==> config.mk <==
export PLATFORM = sky130hd
export DESIGN_NAME = grp_pack
export DESIGN_NICKNAME = d
export VERILOG_FILES = /design/src/rtl/rle_pkg.sv /design/src/rtl/grp_compact.sv /design/src/rtl/grp_pack.sv
export SDC_FILE = /design/constraint.sdc
export NUM_CORES = 1
export LEC_CHECK = 0
export ABC_CLOCK_PERIOD_IN_PS = 6840
export CORE_MARGIN = 5
export CORE_UTILIZATION = 45
export DETAILED_ROUTE_END_ITERATION = 10
export PLACE_DENSITY_LB_ADDON = 0.08
export SLEW_MARGIN = 20
export SYNTH_ARGS = -nofsm -noshare
export SYNTH_HDL_FRONTEND = slang
export SYNTH_HIERARCHICAL = 1
export SYNTH_SLANG_ARGS = --single-unit
==> constraint.sdc <==
create_clock -name clk -period 6.84 [get_ports clk]
set_clock_uncertainty 0.1 [all_clocks]
set_input_delay 0.684 -clock clk [delete_from_list [all_inputs] [get_ports clk]]
set_output_delay 0.684 -clock clk [all_outputs]
set_load 0.05 [all_outputs]
==> src/rtl/rle_pkg.sv <==
// rtl/rle_pkg.sv - shared widths, byte-array type and helpers for the capture stream path
package rle_pkg;

   localparam int DW = 32;
   localparam int KW = DW / 8;
   localparam int IW = $clog2(KW);
   localparam int CW = $clog2(KW + 1);
   localparam int TW = $clog2(2 * KW);

   typedef logic [KW-1:0][7:0] byte_arr_t;

   typedef enum logic {
      FL_IDLE    = 1'b0,
      FL_PENDING = 1'b1
   } flush_state_t;

   // Number of byte groups that are enabled (cleared bits in the disable mask).
   function automatic logic [CW-1:0] count_enabled(input logic [KW-1:0] dis);
      logic [CW-1:0] n;
      n = '0;
      for (int g = 0; g < KW; g++) begin
         n = n + {{(CW-1){1'b0}}, ~dis[g]};
      end
      return n;
   endfunction

endpackage

==> src/rtl/grp_compact.sv <==
// rtl/grp_compact.sv - squeezes enabled byte groups of one word down to the low positions
module grp_compact
   import rle_pkg::*;
(
   input  logic [DW-1:0] data,
   input  logic [KW-1:0] disabled_groups,
   output byte_arr_t     comp,
   output logic [CW-1:0] enabled
);

   byte_arr_t     src;
   logic [CW-1:0] pos;

   assign src     = data;
   assign enabled = count_enabled(disabled_groups);

   // Walk the groups in ascending order, dropping each enabled byte into the next free slot.
   always_comb begin
      comp = '0;
      pos  = '0;
      for (int g = 0; g < KW; g++) begin
         if (!disabled_groups[g]) begin
            comp[pos[IW-1:0]] = src[g];
            pos = pos + CW'(1);
         end
      end
   end

endmodule

==> src/rtl/grp_pack.sv <==
// rtl/grp_pack.sv - packs enabled byte groups densely into full output words with flush drain
module grp_pack
   import rle_pkg::*;
(
   input  logic          clk,
   input  logic          rst,
   input  logic [KW-1:0] disabledGroups,
   input  logic          flush,
   output logic          flush_done,
   input  logic [DW-1:0] sti_data,
   input  logic          sti_valid,
   output logic          sti_ready,
   output logic [DW-1:0] sto_data,
   output logic [KW-1:0] sto_keep,
   output logic          sto_valid,
   input  logic          sto_ready
);

   byte_arr_t      comp;
   logic [CW-1:0]  enabled;
   logic [DW-1:0]  acc_q;
   logic [IW-1:0]  fill_q;
   flush_state_t   state_q;
   flush_state_t   state_d;
   logic           out_free;
   logic           accept;
   logic           drain;
   logic [TW-1:0]  total;
   logic           emit;
   logic [2*DW-1:0] merged;
   logic [KW-1:0]  keep_part;

   grp_compact u_compact (
      .data            (sti_data),
      .disabled_groups (disabledGroups),
      .comp            (comp),
      .enabled         (enabled)
   );

   assign out_free  = !sto_valid || sto_ready;
   assign sti_ready = out_free && (state_q == FL_IDLE);
   assign accept    = sti_valid && sti_ready;

   // Bytes above fill in the accumulator are kept zero, so appending is a shift-and-OR.
   assign merged    = {{DW{1'b0}}, acc_q} | ({{DW{1'b0}}, comp} << {fill_q, 3'b000});
   assign total     = TW'(fill_q) + TW'(enabled);
   assign emit      = (total >= TW'(KW));
   assign keep_part = (KW'(1) << fill_q) - KW'(1);

   // Flush state register.
   always_ff @(posedge clk) begin
      if (rst) begin
         state_q <= FL_IDLE;
      end else begin
         state_q <= state_d;
      end
   end

   // Flush sequencing: a pending flush drains once the output register can take a word.
   always_comb begin
      state_d = state_q;
      drain   = 1'b0;
      case (state_q)
         FL_IDLE: begin
            if (flush) begin
               state_d = FL_PENDING;
            end
         end
         FL_PENDING: begin
            if (out_free) begin
               drain   = 1'b1;
               state_d = FL_IDLE;
            end
         end
         default: state_d = FL_IDLE;
      endcase
   end

   // Accumulator, output word register and flush completion pulse.
   always_ff @(posedge clk) begin
      if (rst) begin
         acc_q      <= '0;
         fill_q     <= '0;
         sto_data   <= '0;
         sto_keep   <= '0;
         sto_valid  <= 1'b0;
         flush_done <= 1'b0;
      end else begin
         flush_done <= drain;
         if (accept) begin
            if (emit) begin
               sto_data  <= merged[DW-1:0];
               sto_keep  <= '1;
               sto_valid <= 1'b1;
               acc_q     <= merged[2*DW-1:DW];
               fill_q    <= IW'(total - TW'(KW));
            end else begin
               acc_q     <= merged[DW-1:0];
               fill_q    <= IW'(total);
               sto_valid <= 1'b0;
            end
         end else if (drain) begin
            if (fill_q != '0) begin
               sto_data  <= acc_q;
               sto_keep  <= keep_part;
               sto_valid <= 1'b1;
               acc_q     <= '0;
               fill_q    <= '0;
            end else begin
               sto_valid <= 1'b0;
            end
         end else if (out_free) begin
            sto_valid <= 1'b0;
         end
      end
   end

endmodule

=== Word-level counts from Yosys, hierarchy flattened ===
Cells that the tools add are included.

* Output and inout bits: 39
* Memory bits (writable): 0
* Bits in read-only memories: 0
* Input port bits: 41
* Flip-flop bits (word level): 73
* Memories kept: 0
* Bits in latches: 0
* Word-level logic and storage cells: 86

* Bitwise logic cells: 6
* $lt $le $gt $ge: 7
* Equal/unequal tests: 1
* Reductions and logical operators: 13
* Mux-type cells: 42
* Divide/modulo/power cells: 0
* Add/subtract/negate cells: 8
* Shifts and indexed selects: 2
* Multipliers: 0

{| class="wikitable"
|+ Operators by type and width
! kind !! number
|-
| 32-bit 2-to-1 mux || 11
|-
| 32-bit bitwise mux || 3
|-
| 32-bit by 64-bit OR with 64-bit output || 1
|-
| 32-bit by 5-bit << shifter with 64-bit output || 1
|-
| 8-bit demux with 2-bit select || 3
|-
| 8-bit 2-to-1 mux || 4
|-
| 4-bit 2-to-1 mux || 4
|-
| 2-bit 2-to-1 mux || 6
|-
| 1-bit 2-to-1 mux || 10
|-
| 3-bit by 1-bit adder with 3-bit output || 2
|-
| 2-bit by 3-bit less-than comparator with 1-bit output (second input constant) || 2
|-
| 2-bit nonzero test || 3
|-
| 1-bit logical AND || 5
|-
| 1-bit NOT || 5
|-
| 2-bit by 1-bit greater-or-equal comparator with 1-bit output (second input constant) || 2
|-
| 1-bit by 2-bit << shifter with 4-bit output (first input constant) || 1
|-
| 4-bit by 2-bit subtractor with 4-bit output (second input constant) || 1
|-
| 2-bit by 3-bit adder with 3-bit output || 1
|-
| 3-bit greater-or-equal comparator (second input constant) || 1
|-
| 1-bit by 3-bit less-than comparator with 1-bit output (second input constant) || 1
|-
| 3-bit AND reduction || 1
|-
| 3-bit nonzero test || 1
|-
| 1-bit by 1-bit adder with 2-bit output || 1
|-
| 1-bit by 1-bit adder with 2-bit output (second input constant) || 1
|-
| 8 further kinds || 8
|}

=== Depth between registers and ports, before layout ===
* Word-level depth: 15
* Mapped depth: 13
* Depth with buffers taken out: 9

=== Cells and area by module ===
The synthesis kept the hierarchy.

{| class="wikitable"
|+ By module, submodules not included
! module !! cells an instance !! seq. area each (µm²) !! instances !! area an instance (µm²)
|-
| grp_pack || 461 || 1,461.4 || 1 || 4,035.1
|-
| grp_compact || 134 || 0.0 || 1 || 1,009.7
|}

=== Worst setup path after synthesis ===
OpenSTA, ideal clock, no wires.

* Path type: input -> register
* Start point: input disabledGroups[0]
* End point: register sto_data[0]
* Arrival: 3.676 ns
* Buffers on the path: 4
* Path slack: 2.929 ns
* Setup time: 0.135 ns
* Data required time: 6.605 ns
* Cell stages on the path: 13
* Path through: clkbuf_1 clkbuf_1 inv_1 fa_1 ha_1 ha_1 fa_1 xnor2_1 nor3_4 buf_6 buf_6 nor3_1 nor3_2

* Elaborated cells on any way between the ends: 39
* Those cells by class: add/sub: 6; order compare: 7; eq/ne: 1; shift: 1; mux: 18; bitwise: 2; reduce/logical: 4

{| class="wikitable"
|+ RTL lines
! element !! RTL line !! source
|-
| start: declaration || grp_pack.sv:7 || <nowiki>input logic [KW-1:0] disabledGroups,</nowiki>
|-
| 1-bit NOT || rle_pkg.sv:22 || <nowiki>n = n + {{(CW-1){1'b0}}, ~dis[g]};</nowiki>
|-
| 1-bit by 1-bit adder with 2-bit output || rle_pkg.sv:22 ||
|-
| 3-bit by 1-bit adder with 3-bit output (2 in series) || rle_pkg.sv:22 ||
|-
| net enabled[1] || grp_pack.sv:20 || <nowiki>logic [CW-1:0] enabled;</nowiki>
|-
| 2-bit by 3-bit adder with 3-bit output || grp_pack.sv:46 || <nowiki>assign total = TW'(fill_q) + TW'(enabled);</nowiki>
|-
| 3-bit greater-or-equal comparator || grp_pack.sv:47 || <nowiki>assign emit = (total >= TW'(KW));</nowiki>
|-
| 2-bit by 1-bit inequality test with 1-bit output (no source line) || n/a ||
|-
| 3-bit AND reduction (no source line) || n/a ||
|-
| end signal: assignment || grp_pack.sv:92 || <nowiki>sto_data <= merged[DW-1:0];</nowiki>
|-
| end signal: assignment || grp_pack.sv:104 || <nowiki>sto_data <= acc_q;</nowiki>
|-
| end: declaration || grp_pack.sv:13 || <nowiki>output logic [DW-1:0] sto_data,</nowiki>
|}

The timed path passes the listed nets, and every way through them passes these cells. The select of a mux whose other input is x is not followed.
A chain may end at the register's enable or synchronous reset.

=== Worst setup path after layout ===
* Start point: input disabledGroups[0]
* End point: register sto_data[9]

The elaborated chain is that of the path after synthesis.

==> out/qor.txt <==
Crit path cell chain: clkdlybuf4s50_1 > inv_1 > fa_1 > ha_1 > ha_1 > fa_1 > xor2_1 > nand3_2 > buf_4 > nand2_1 > a21oi_1
Chip height: 116 µm
Final Cell Area: 0.00604 mm²
Clock Tree Root: clkbuf_16
Nets: 687
Startpoint Class: input pin
Tmin final: 4750 ps
Synthesis Warnings: 6
Die width: 116 µm
EDFF count, synth: 0
Final hold violations: 0
CTS Buf Count: 9
Via count of the routed design: 4781
CP top delay family: adder cells
Finished Layout Cells: 782
WHS Path Cells: 1
Max VDD drop: 0.159 mV
Most frequent cells in the layout: 78 x clkdlybuf4s50_1, 71 x dfxtp_1, 48 x nand2_1, 46 x nor2_1, 43 x mux2i_1
Via/cell ratio: 6.11
R2R setup slack: 3440 ps
Critical path's largest stage delay: 830 ps
H-tree Lvls: 3
Rel. slew slack: 0.287
Min-Delay Path Class: register to register
Most common cell after layout, fill and taps aside: clkdlybuf4s50_1
Port bufs: 79
# diodes: 0
Clock buffer depth: 2
Min-Delay Endpoint: sto_keep[0]
Worst EP arrival: 4820 ps
CTS tree: yes
Share of layout cells above drive strength 1: 0.101
Placed Instances: 766
Hold_buf cts: 0
Crit-path slowest cell: clkdlybuf4s50_1
FF+latch count, synth: 73
Starting Density: 0.461
Crit path depth: 11
Vias in the first global route: 4658
Core Box Area: 0.0109 mm²
Asr flop ratio synth: 0
Clk slew on worst S/H paths: 60 ps
Syn_nets: 645
Critical-path maximum fanout: 26
HP Start: sto_keep[0]
Final Cycle Share: 0.694
Final Max Tran Viols: 0
Final GP Congestion: 0.886
CTS sink cnt: 73
Detail Route Antenna Nets: 0
PD cells: 259 mW/mm²
Post-CTS Setup Bufs: 0
Hold slack: 370 ps
Syn_area_per_cell: 8.48 µm²
Crit path kind: input pin to register
Cells after synthesis: 595
Syn Std Cell Area: 0.00504 mm²
Register area share after synthesis: 0.290
RSZ-0062 raised after global routing: false
FF-to-FF End: sto_data[9]
Detailed placement HPWL: 10.8 mm
Drt total wl: 15.2 mm
Antenna violations before repair: 0
WL/cell: 19.4 µm
First-pass GRT wire length: 24.6 mm
Endpoints failing setup: 0
Critical path required time: 6910 ps
Util after Layout: 0.552
GRT Total Usage: 0.230
I/O pins: 80
Netlist cell types: 57
Gr ovfl total: 0
Cell Rows: 38
Reg2reg path depth: 7
Status: finished clean
Critical Path End Type: register
Post-cts sizing count: 0
Max_cap viols: 0
DR pass1 iterations: 5
# DRC: 0
Clk_lat worst skew: 330 ps
DR iter-0 viols: 370
Fmax: 211 MHz
Area after DPL: 0.00575 mm²
Bufs and invs on worst path: 3
Total Neg Setup Slack: 0 ps
Area growth, synth to finish: 19.7%
P_leak: 2.22 nW
Worst Tran Pin Value: 1070 ps
Top FF cell, synth: dfxtp_1
Full die area: 0.0134 mm²
Largest net degree at the start of global routing: 62
Reg-to-Reg Start: fill_q[0]
## synthesized netlist by cell type, types with 15 or more instances
library cell,instances,area share
inv_1,20,0.015
buf_2,15,0.015
a22o_1,16,0.028
clkbuf_1,18,0.013
nor2_1,46,0.034
o211ai_1,15,0.022
dfxtp_1,73,0.29
nand2_1,48,0.036
a31oi_1,17,0.021
a211oi_1,15,0.022
nand3b_1,25,0.037
a21oi_1,31,0.031
mux2_2,17,0.038
nand2b_1,18,0.022
mux2i_1,43,0.085
## cells by family (layout without fill, tap and decap cells)
logic type,Yosys count,in the layout,share of synthesized area
DFF,73,73,0.290
xor gates and xnor gates,2,2,0.00347
muxes,60,60,0.123
and+or+nand+nor,214,214,0.248
AOI/OAI and AO/OA,161,161,0.232
adders and majority gates,9,9,0.0253
buffers and inverters,76,123,0.0781
## cell type report
cell class	instances	area [µm²]
inverter	21	78.8
timing repair buffer	86	838
clock buffer	14	254
fill	1056	4900
tap	140	175
sequential	73	1460
multi-input combinational	446	3190
clock inverter	2	37.5
## sequential cells by signal (all words and copies together) (netlist names)
| register | cells |
|---|---|
| acc_q | 32 |
| fill_q | 2 |
| sto_keep | 4 |
| flush_done | 1 |
| sto_data | 32 |
| sto_valid | 1 |
| state_q | 1 |
## per-stage QoR
| stage | total power [mW] | setup slack [ps] |
|---|---|---|
| 2_1_floorplan | 0.950 | 2930 |
| 3_3_place_gp | 1.09 | 1850 |
| 3_5_place_dp | 1.10 | 1740 |
| 4_1_cts | 1.57 | 2090 |
| 5_1_grt | 1.64 | 1790 |
| 6_report | 1.56 | 2090 |
## power breakdown
part	switching, mW	internal, mW	leakage [nW]	total [mW]
logic	0.364	0.218	1.48	0.583
clock network	0.173	0.293	0.137	0.466
registers	0.0402	0.475	0.596	0.515
## how the worst max path moves through the flow
stage | slack [ps] | end | startpoint
2_1_floorplan | 2930 | sto_data[0] | disabledGroups[0]
3_5_place_dp | 1740 | sto_data[17] | disabledGroups[0]
4_1_cts | 2090 | sto_data[24] | disabledGroups[0]
5_1_grt | 1790 | sto_data[18] | disabledGroups[0]
3_3_place_gp | 1850 | sto_data[28] | disabledGroups[0]
6_report | 2090 | sto_data[9] | disabledGroups[0]
## per-layer routing
layer	share of wire	GRT usage	wire length, µm
met2	0.49	0.378	7360
met1	0.45	0.314	6850
met4	0.018	0.0665	274
met3	0.044	0.0329	669
met5	0	0	0
Power figures use the tool's default switching activity.
